## src/rtl/ph_fifo_pkg.sv

```systemverilog
// ph_fifo_pkg: shared tube constants and counter width helper
package ph_fifo_pkg;
  localparam logic [7:0] TUBE_RESET_DATA = 8'h41;
  localparam int R1_DEPTH = 24;
  localparam int R3_DEPTH = 2;
  function automatic int cnt_width(input int n);
    int w;
    w = 1;
    while ((1 << w) <= n) w++;
    return w;
  endfunction
endpackage

```

## src/rtl/ph_fifo_ram.sv

```systemverilog
// ph_fifo_ram: DEPTH x 8 array, synchronous write, asynchronous read
module ph_fifo_ram #(
  parameter int DEPTH = 24,
  parameter int AW = 5
) (
  input  logic          clk,
  input  logic          we,
  input  logic [AW-1:0] waddr,
  input  logic [7:0]    wdata,
  input  logic [AW-1:0] raddr,
  output logic [7:0]    rdata
);
  logic [7:0] mem [DEPTH];
  always_ff @(posedge clk)
    if (we) mem[waddr] <= wdata;
  assign rdata = mem[raddr];
endmodule

```

## src/rtl/ph_fifo.sv

```systemverilog
// ph_fifo: parasite-to-host byte FIFO with registered head and status flags
module ph_fifo
  import ph_fifo_pkg::*;
#(
  parameter int DEPTH = R1_DEPTH,
  parameter int CW = cnt_width(DEPTH),
  parameter logic [7:0] RESET_DATA = TUBE_RESET_DATA
) (
  input  logic          h_phi2,
  input  logic          h_rst_b,
  input  logic          p_wr_stb,
  input  logic [7:0]    p_data,
  input  logic          h_rd_stb,
  input  logic          h_flush,
  input  logic          two_byte_mode,
  output logic [7:0]    h_data,
  output logic          h_data_available,
  output logic          p_full,
  output logic          overrun,
  output logic [CW-1:0] count
);
  localparam int AW = $clog2(DEPTH);
  logic [AW-1:0] rd_ptr, wr_ptr, rd_nx, wr_nx;
  logic [CW-1:0] cap, cnt_nx;
  logic [7:0] ram_q, head_nx;
  logic rd_ok, wr_ok;
  function automatic logic [AW-1:0] inc(input logic [AW-1:0] p);
    return p == AW'(DEPTH - 1) ? '0 : p + AW'(1);
  endfunction
  always_comb begin
    cap = two_byte_mode ? CW'(R3_DEPTH) : CW'(DEPTH);
    rd_ok = h_rd_stb && count != '0;
    wr_ok = p_wr_stb && (count < cap || rd_ok);
    rd_nx = rd_ok ? inc(rd_ptr) : rd_ptr;
    wr_nx = wr_ok ? inc(wr_ptr) : wr_ptr;
    cnt_nx = count + CW'(wr_ok) - CW'(rd_ok);
    // the new head may be the byte being written this very edge
    head_nx = cnt_nx == '0 ? h_data : (wr_ok && rd_nx == wr_ptr) ? p_data : ram_q;
  end
  ph_fifo_ram #(.DEPTH(DEPTH), .AW(AW)) u_ram (
    .clk(h_phi2),
    .we(wr_ok && h_rst_b && !h_flush),
    .waddr(wr_ptr),
    .wdata(p_data),
    .raddr(rd_nx),
    .rdata(ram_q)
  );
  always_ff @(posedge h_phi2) begin
    if (!h_rst_b) begin
      rd_ptr <= '0;
      wr_ptr <= '0;
      count <= '0;
      h_data <= RESET_DATA;
      h_data_available <= 1'b0;
      p_full <= 1'b0;
      overrun <= 1'b0;
    end else if (h_flush) begin
      rd_ptr <= '0;
      wr_ptr <= '0;
      count <= '0;
      h_data_available <= 1'b0;
      p_full <= 1'b0;
      overrun <= 1'b0;
    end else begin
      rd_ptr <= rd_nx;
      wr_ptr <= wr_nx;
      count <= cnt_nx;
      h_data <= head_nx;
      h_data_available <= two_byte_mode ? cnt_nx >= CW'(2) : cnt_nx != '0;
      p_full <= cnt_nx >= cap;
      overrun <= overrun | (p_wr_stb & ~wr_ok);
    end
  end
endmodule

```

## config.mk

```make
export PLATFORM = sky130hd
export DESIGN_NAME = ph_fifo
export DESIGN_NICKNAME = d
export VERILOG_FILES = /design/src/rtl/ph_fifo_pkg.sv /design/src/rtl/ph_fifo_ram.sv /design/src/rtl/ph_fifo.sv
export SDC_FILE = /design/constraint.sdc
export NUM_CORES = 1
export LEC_CHECK = 0
export CAP_MARGIN = 30
export CORE_MARGIN = 2
export CORE_UTILIZATION = 55
export CTS_BUF_LIST = sky130_fd_sc_hd__clkbuf_16
export CTS_CLUSTER_SIZE = 30
export DETAILED_ROUTE_END_ITERATION = 16
export PLACE_DENSITY = 0.75
export SLEW_MARGIN = 10
export SYNTH_ARGS = -nofsm -noshare
export SYNTH_HDL_FRONTEND = slang
export SYNTH_SLANG_ARGS = --single-unit
```

## constraint.sdc

```tcl
create_clock -name h_phi2 -period 3.85 [get_ports h_phi2]
set_clock_uncertainty 0.2 [all_clocks]
set_input_delay 0.77 -clock h_phi2 [delete_from_list [all_inputs] [get_ports h_phi2]]
set_output_delay 0.77 -clock h_phi2 [all_outputs]
set_load 0.02 [all_outputs]
```

Word level (Yosys, flattened, before mapping). Memories as Yosys holds them, arrays and structs flattened. A register that Yosys moved wholly into a read port is not among the register bits. Index checks and enable logic that the tools add are counted.

Logic and storage cells: 41. Memories kept: 1. Input bits: 14. Memory bits (writable): 192. Flip-flop bits (word level): 18. Output and inout bits: 16.

Memory list: u_ram.mem (words 24, bits a word 8, rd ports 1, clocked after memory_dff 1, wr ports 1, RTL line ph_fifo_ram.sv:13) `logic [7:0] mem [DEPTH];`.

Add/subtract/negate cells: 4. Equality and inequality tests: 2. Reductions and logical operators: 12. Mux-type cells: 7. $lt $le $gt $ge: 3. Bitwise operators: 6.

Operators with widths (count): 2-to-1 mux 5 bit (4); adder 5 x 1 -> 5 bit (second input constant) (2); equality test 5 bit (second input constant) (2); nonzero test 5 bit (2); adder 5 x 1 -> 5 bit (1); >= comparator 5 x 2 -> 1 bit (second input constant) (1); >= comparator 5 bit (1); zero test 5 bit (1); < comparator 5 bit (1); subtractor 5 x 1 -> 5 bit (1); logical AND 1 bit (4); inverter 1 bit (4); 2-to-1 mux 1 bit (3); zero test 1 bit (2); AND reduction 2 bit (1); OR reduction 2 bit (1); bitwise AND 1 bit (1); logical OR 1 bit (1); OR 1 bit (1).

Logic depth before layout (Yosys ltp). Gate-level depths: netlist of the first run.

Depth in word-level cells: 9. Mapped depth: 18. Gate-level depth less buffers: 17.

Cells and area by module. From an unflattened synthesis of the first run, not the netlist that was laid out.

Cell total of the unflattened synthesis: 578. Area, all modules: 9270.1 µm².

Modules (own cells, without submodules): ph_fifo_ram (area each 7559.8 µm², cells each 375, sequential area each 5765.5 µm², instances 1); ph_fifo (area each 1710.4 µm², cells each 203, sequential area each 520.5 µm², instances 1).

Worst setup path after synthesis of the first run. Ideal clock, no wire load.

Path type: input to register. From: in two_byte_mode. To: reg h_data[0], read port of u_ram.mem. Stages on the path: 15. Library setup time: 59 ps. Data required time: 3591 ps. Arrival: 3465 ps. Buffers on the path: 0. Path slack: 125 ps. Cells stage by stage: or3b_1 > a21o_1 > a21o_1 > o21ai_0 > ha_1 > inv_1 > fa_1 > inv_1 > a21oi_1 > o21bai_1 > xnor2_1 > a41oi_1 > nand2_1 > o41ai_1 > a221o_1.

Word-level cells in the longest chain between the ends: 9.

RTL lines: start: declaration (RTL line ph_fifo.sv:15) `input logic two_byte_mode,`; 2-to-1 mux 5 bit (RTL line ph_fifo.sv:31) `cap = two_byte_mode ? CW'(R3_DEPTH) : CW'(DEPTH);`; < comparator 5 bit (RTL line ph_fifo.sv:33) `wr_ok = p_wr_stb && (count < cap || rd_ok);`; logical OR 1 bit (RTL line ph_fifo.sv:33); logical AND 1 bit (RTL line ph_fifo.sv:33); adder 5 x 1 -> 5 bit (RTL line ph_fifo.sv:36) `cnt_nx = count + CW'(wr_ok) - CW'(rd_ok);`; subtractor 5 x 1 -> 5 bit (RTL line ph_fifo.sv:36); zero test 5 bit (RTL line ph_fifo.sv:38) `head_nx = cnt_nx == '0 ? h_data : (wr_ok && rd_nx == wr_ptr) ? p_data : ram_q;`; inverter 1 bit (no line); AND reduction 2 bit (no line); end: declaration (RTL line ph_fifo.sv:16) `output logic [7:0] h_data,`.

Every way passes these cells. A chain may end at the register's enable or synchronous reset.

Worst setup path in the final report of the first run.
From: reg count[2]. To: reg h_data[3], read port of u_ram.mem.

Word-level cells in the longest chain between the ends: 9. Elaborated cells on any way between the ends: 11. Those cells by class: add/sub: 2; order compare: 1; mux: 1; bitwise: 1; reduce/logical: 6.

RTL lines: start: declaration (RTL line ph_fifo.sv:20) `output logic [CW-1:0] count`; start signal: assignment (RTL line ph_fifo.sv:67) `count <= cnt_nx;`; branches (longest 9 deep; another with < comparator 5 bit).

Parallel ways; which one is timed is not known.

==> results of run 1 <==
critical path: cells and delay by family (launching register included):
kind,cells,cell delay [ns]
simple gates,4,0.98
buf+inv,3,0.50
compound gates,2,0.60
fa+ha+maj,1,0.21
flops,1,0.42
mux,1,0.54
worst paths after layout:
check | cells past startpoint | endpoint | slack [ns]
worst max-delay path | 11 | h_data[3] | 0.27
worst min-delay path | 2 | overrun | 0.28
worst max register to register | 11 | h_data[3] | 0.27
worst min register to register | 2 | overrun | 0.28
cells in the final DEF (no fill, tap or decap), drive strengths merged, types with 2 or more instances in the layout:
cell,Yosys,layout
a211oi,14,14
a21o,4,4
a21oi,25,25
a221o,5,5
a22o,5,5
a22oi,3,3
a311oi,6,6
a31oi,14,14
a32oi,2,2
and2,4,4
and3,8,8
buf,21,77
bufinv,0,2
clkbuf,11,23
clkdlybuf4s50,0,28
clkinv,0,7
dfxtp,26,26
edfxtp,192,192
ha,15,15
inv,16,25
mux2i,3,3
mux4,20,20
nand2,113,113
nand2b,6,6
nand3,19,19
nand4,13,13
nor2,66,66
nor2b,16,16
nor4b,4,4
o2111ai,2,2
o21ai,13,13
or3b,2,2
xnor2,7,7
xor2,5,5
sequential cells by signal, indices dropped and copies added (netlist names):
register          flops
rd_ptr                5
p_full                1
overrun               1
wr_ptr                5
h_data                8
count                 5
h_data_available      1
u_ram.mem           192
layout make-up:
cell class / count / share of cell area
clock inverters: 18 / 0.0115
clock buffers: 23 / 0.0518
well taps: 220 / 0.0248
flip-flops and latches: 218 / 0.566
inverters: 16 / 0.00541
repair buffers: 106 / 0.0852
multi-input cells: 416 / 0.255
power by group:
group | switching [µW] | leakage (µW) | internal [µW]
registers | 59.1 | 0.00194 | 2640
logic | 1060 | 0.00160 | 917
clock network | 849 | 0.000372 | 1210
synthesized netlist by cell type, types with 10 or more instances:
library cell / number / share of area
edfxtp_1: 192 / 0.62
nand2_1: 111 / 0.045
nor2_1: 66 / 0.027
dfxtp_1: 26 / 0.056
a21oi_1: 25 / 0.013
mux4_2: 18 / 0.043
nand3_1: 18 / 0.0097
nor2b_1: 16 / 0.011
ha_1: 15 / 0.020
inv_1: 15 / 0.0060
a31oi_1: 13 / 0.0087
nand4_1: 12 / 0.0080
o21ai_0: 12 / 0.0064
a211oi_1: 11 / 0.0089
clkbuf_1: 11 / 0.0044
buf_2: 10 / 0.0054
what timing repair did:
action,CTS,global route
gates resized for setup,2,7
pin swaps,0,6
setup endpoints to repair,2,10
setup buffers,0,1
cloned,0,0
kinds of logic after synthesis:
kind of cell	Yosys count
simple gates	259
buf+inv	48
compound gates	106
flops	218
mux	23
fa+ha+maj	16
xor+xnor	12
stage by stage:
stage	total power (µW)	TNS [ns]	area, µm²
2_1_floorplan	3950	0	9330
3_3_place_gp	4570	-3.56	10300
3_5_place_dp	4640	-4.47	10300
4_1_cts	6710	0	11000
5_1_grt	7020	0	11100
6_report	6740	0	11100
metal layers:
| metal | GRT usage | share of wire |
|---|---|---|
| met1 | 0.324 | 0.40 |
| met2 | 0.404 | 0.48 |
| met3 | 0.0533 | 0.074 |
| met4 | 0.104 | 0.041 |
| met5 | 0 | 0 |
==> summary.md, run 1 <==
| Metric | Value |
|---|---|
| # Max-Cap Violations | `0` |
| Placed Cells | `970` |
| Post-synthesis simple-gate area fraction | `0.132` |
| Synth Flop Type | `edfxtp_1` |
| EDFF count, synth | `around 190` |
| Routed length per instance | `21.3 µm` |
| DRT Pass-1 Iters | `5` |
| Core footprint | `0.0166 mm²` |
| Worst-margin pin slew | `0.957 ns` |
| Num CTS Buffers | `23` |
| Hold Fails Final Rpt | `0` |
| Tcrit/Tclk final | `0.929` |
| # setup viols final | `0` |
| Synth async-reset ratio | `0` |
| Sequential share of the synthesized area | `0.674` |
| Die area | `0.0180 mm²` |
| Critical path origin | `count[2]` |
| Setup ws final | `0.275 ns` |
| N_diodes | `0` |
| Synthesized instance count | `682` |
| # IOs | `30` |
| DPL Wire Length | `between 10,000 and 15,000 µm` |
| Die width | `between 100 and 150 µm` |
| Total track usage | `0.247` |
| Outcome | `finished clean` |
| DR iter-0 viols | `549` |
| Worst EP required | `4.04 ns` |
| Post-place setup slack | `-0.514 ns` |
| Root buf cell | `clkbuf_16` |
| Register area | `0.00629 mm²` |
| GRT Residual Overflow | `0` |
| Min Tclk post-route | `3.58 ns` |
| First-pass GRT wire length | `34,000 µm` |
| Filler cells | `approximately 1.2k` |
| Initial core utilization | `0.562` |
| Crit-path slowest cell | `mux4_2` |
| Ys Warns | `0` |
| Htree depth | `1` |
| Max Buffers Root-to-Sink | `3` |
| Fin util | `0.669` |
| Post-Syn Nets | `712` |
| Nets | `about 800` |
| Largest net degree at the start of global routing | `30` |
| Pwr dens | `607 mW/mm²` |
| Mux contribution to synthesized area | `0.0523` |
| Syn-to-layout area delta | `19.0%` |
| Synth Register Bits | `around 220` |
| Post-synthesis xor/xnor area fraction | `0.0113` |
| Crit-path most repeated cell | `buf_4` |
| Initial antenna violation count | `0` |
| VDD IR max | `0.428 mV` |
| Antenna viol nets, final | `0` |
| Placer Congestion | `between 0.9 and 1` |
| Area fraction in compound gates after synthesis | `0.0816` |
| Adder-cell area share of the yosys netlist | `0.0223` |
| Synth unique cells | `between 60 and 70` |
| Critical path launch point type | `flip-flop` |
| Row cnt | `47` |
| Hold Crit Start | `overrun` |
| Vias in the first global route | `6,277` |
| Multi-input gate area | `~0.0028 mm²` |
| CTS tree | `yes` |
| Layout cells sized above 1 | `0.183` |
| Fin cells | `1,017` |
| CP max stage delay | `0.54 ns` |
| Via count | `6,097` |
| Critical-path maximum fanout | `8` |
| Largest family of logic cells by synthesized area | `simple AND/OR/NAND/NOR gates` |
| Setup crit end kind | `flip-flop` |
| Via density per instance | `around 6.0` |
| Min Hold Slack | `0.284 ns` |
| Setup CP Type | `reg -> reg` |
| Setup repair after global routing missed its margin | `no` |
| Clock Pin Slew Worst Setup and Hold Paths | `0.06 ns` |
| Worst Hold Class | `reg -> reg` |
| Syn Area/Cell | `13.7 µm²` |
| Die height | `134 µm` |
| # clock sinks | `between 200 and 250` |
| Port buffer count | `29` |
| Fmax | `0.280 GHz` |
| Leak | `0.00391 µW` |
| Critical Path, Cell by Cell | `inv_1 -> ha_1 -> nor4b_4 -> or4_4 -> nand2_4 -> buf_4 -> mux4_2 -> a211oi_1 -> buf_4 -> nand4_1 -> a22o_1` |
| Slew headroom | `0.360` |
| Max Slew Vio Count | `0` |
| Hold buffers post-CTS | `0` |
| DRT Wirelength | `approximately 22,000 µm` |
| Mapped Area | `a little over 0.009 mm²` |
| Clk_lat worst skew | `0.50 ns` |
| RR Startpoint | `count[2]` |
| DR DRC count | `0` |
| Worst EP arrival | `about 3.8 ns` |
Note: power is estimated with default switching activity, not from simulation.
==> inputs of run 2 (changes only) <==
--- a/config.mk
+++ b/config.mk
@@ -6,12 +6,11 @@
 export NUM_CORES = 1
 export LEC_CHECK = 0
 export CAP_MARGIN = 30
-export CORE_MARGIN = 2
-export CORE_UTILIZATION = 55
+export CORE_UTILIZATION = 59
 export CTS_BUF_LIST = sky130_fd_sc_hd__clkbuf_16
 export CTS_CLUSTER_SIZE = 30
 export DETAILED_ROUTE_END_ITERATION = 16
-export PLACE_DENSITY = 0.75
+export PLACE_DENSITY = 0.77
 export SLEW_MARGIN = 10
 export SYNTH_ARGS = -nofsm -noshare
 export SYNTH_HDL_FRONTEND = slang
==> constraint.sdc (replaced) <==
create_clock -name h_phi2 -period 3.34 [get_ports h_phi2]
set_clock_uncertainty 0.2 [all_clocks]
set_input_delay 0.668 -clock h_phi2 [delete_from_list [all_inputs] [get_ports h_phi2]]
set_output_delay 0.668 -clock h_phi2 [all_outputs]
set_load 0.02 [all_outputs]
==> summary.md, run 2 (synthesis gave the netlist of run 1 again) <==
| Metric | Value |
|---|---|
| Root buf cell | `clkbuf_16` |
| Max Slew Vio Count | `0 (unchanged)` |
| Die width | `128 µm (-4.8%)` |
| Placer Congestion | `0.897 (-0.50%)` |
| Setup crit end kind | `flip-flop` |
| DRT Pass-1 Iters | `7 (+2)` |
| Critical path launch point type | `flip-flop` |
| Min Tclk post-route | `3.32 ns (-0.259 ns)` |
| Die area | `0.0163 mm² (-9.4%)` |
| Commonest non-fill, non-tap cells in the layout | `edfxtp_1 (192), buf_4 (110), nand2_1 (109), nor2_1 (62), clkdlybuf4s50_1 (28)` |
| CP max stage delay | `0.54 ns (about the same)` |
| CTS tree | `yes` |
| Setup repair after global routing missed its margin | `yes` |
| # IOs | `30 (unchanged)` |
| First-pass GRT wire length | `33,800 µm (-0.63%)` |
| Reg with most FFs | `u_ram.mem` |
| Fin cells | `1,050 (+3.2%)` |
| Syn-to-layout area delta | `23.3%` |
| Vias in the first global route | `6,297 (+0.32%)` |
| Hold buffers post-CTS | `0 (unchanged)` |
| Worst Setup EP | `h_data[7]` |
| R2R cell count | `15 (+4)` |
| Routed length per instance | `21.0 µm (-1.4%)` |
| DR DRC count | `0 (unchanged)` |
| Fmax | `0.302 GHz (+7.8%)` |
| R2R Setup Slk | `0.02 ns (-0.25 ns)` |
| Crit-path most repeated cell | `buf_4` |
| FF-to-FF End | `h_data[7]` |
| Die height | `128 µm (-4.8%)` |
| Largest net degree at the start of global routing | `26 (-13%)` |
| Max Buffers Root-to-Sink | `3 (unchanged)` |
| Crit-path slowest cell | `a311oi_1` |
| Hold Fails Final Rpt | `0 (unchanged)` |
| GRT Residual Overflow | `0 (unchanged)` |
| Row cnt | `45 (-4.3%)` |
| Worst EP arrival | `3.56 ns (-0.21 ns)` |
| Clk_lat worst skew | `0.50 ns (about the same)` |
| Total power | `8040 µW (+19%)` |
| DPL Wire Length | `14,900 µm (+2.7%)` |
| # setup viols final | `0 (unchanged)` |
| Setup CP Type | `reg -> reg` |
| Tcrit/Tclk final | `0.993 (+0.0642)` |
| Nets | `855 (+5.4%)` |
| Final setup TNS | `0 ns (unchanged)` |
| DRT Wirelength | `22,100 µm (+1.8%)` |
| Initial antenna violation count | `0 (unchanged)` |
| Layout cells sized above 1 | `0.256 (+0.0731)` |
| Clock Pin Slew Worst Setup and Hold Paths | `0.06 ns (about the same)` |
| Core footprint | `0.0153 mm² (-7.7%)` |
| Num CTS Buffers | `22 (-4.3%)` |
| Outcome | `finished clean` |
| # clock sinks | `218 (unchanged)` |
| Port buffer count | `29 (unchanged)` |
| Worst Hold Class | `reg -> reg` |
| Leak | `0.00414 µW (+5.8%)` |
| Worst EP required | `3.58 ns (-0.46 ns)` |
| Critical Path, Cell by Cell | `inv_2 -> ha_4 -> nor4b_4 -> buf_4 -> buf_4 -> buf_4 -> o21ai_1 -> and2_1 -> buf_4 -> nand2_1 -> a311oi_1 -> a211oi_2 -> buf_4 -> nand4_1 -> a22o_1` |
| # Max-Cap Violations | `0 (unchanged)` |
| N_diodes | `0 (unchanged)` |
| Antenna viol nets, final | `0 (unchanged)` |
| Via count | `6,337 (+3.9%)` |
| Critical path origin | `count[2]` |
| Worst-margin pin slew | `0.991 ns (+0.0342 ns)` |
| Most common cell after layout, fill and taps aside | `edfxtp_1` |
| Initial core utilization | `0.609 (+0.0466)` |
| Via density per instance | `6.04 (+0.67%)` |
| Critical-path maximum fanout | `6 (-2)` |
| Htree depth | `1 (unchanged)` |
| Largest regs | `u_ram.mem (192), h_data (8)` |
| Pwr dens | `699 mW/mm² (+15%)` |
| Total track usage | `0.280 (+0.0324)` |
| Largest register FFs | `192 (unchanged)` |
| DR iter-0 viols | `675 (+23%)` |
| Placed Cells | `989 (+2.0%)` |
| RR Startpoint | `count[2]` |
| VDD IR max | `0.507 mV (+18%)` |
| Slew headroom | `0.337 (-0.0229)` |
-- run 2: metrics by stage --
step	utilization	instance area (µm²)	hold WS, ns	setup slack, ns
after floorplan	-	9360	0.350	-0.131
after global placement	0.687	10500	0.247	-0.669
after detailed placement	0.687	10500	0.272	-0.795
after CTS	0.732	11200	0.286	-0.0595
after global routing	0.751	11500	0.312	-0.0873
final	0.751	11500	0.287	0.0238
-- run 2: critical path: cells and delay by family (launching register included) --
kind / cells / cell delay [ns]
AOI/OAI and AO/OA: 4 / 1.09
adders and majority gates: 1 / 0.15
buffers and inverters: 6 / 0.85
DFF: 1 / 0.34
and+or+nand+nor: 4 / 0.63
-- run 2: worst min path at each step --
| stage | cells past startpoint | to | startpoint | slack (ns) |
|---|---|---|---|---|
| global route | 2 | overrun | overrun | 0.31 |
| floorplan | 2 | wr_ptr[3] | wr_ptr[3] | 0.35 |
| CTS | 1 | h_data[7] | h_data[7] | 0.29 |
| global placement | 2 | overrun | overrun | 0.25 |
| detailed placement | 1 | h_data[7] | h_data[7] | 0.27 |
| finish | 2 | overrun | overrun | 0.29 |
-- run 2: power by group --
part | switching (µW) | internal, µW
logic | 1360 | 1400
clock network | 945 | 1230
registers | 49.7 | 3050
-- run 2: final cells by class --
type	count	area, µm²
clock buffer	23	576
clock inverter	15	63.8
fill	955	3810
inverter	16	60.1
multi-input combinational	416	2930
sequential	218	6290
tap	211	264
timing repair buffer	151	1320
-- run 2: metal layers --
layer / GRT usage / vias to the layer above / wire length (µm)
met5: 0 / - / 0
met4: 0.0976 / 0 / 747
met3: 0.0426 / 59 / 1900
met2: 0.479 / 341 / 11000
met1: 0.367 / 3086 / 8450
li1: - / 2851 / -
-- run 2: what timing repair did --
item | in CTS | in global routing
pin swaps | 10 | 19
setup buffers | 1 | 16
resized for setup | 12 | 21
setup endpoints to repair | 10 | 10
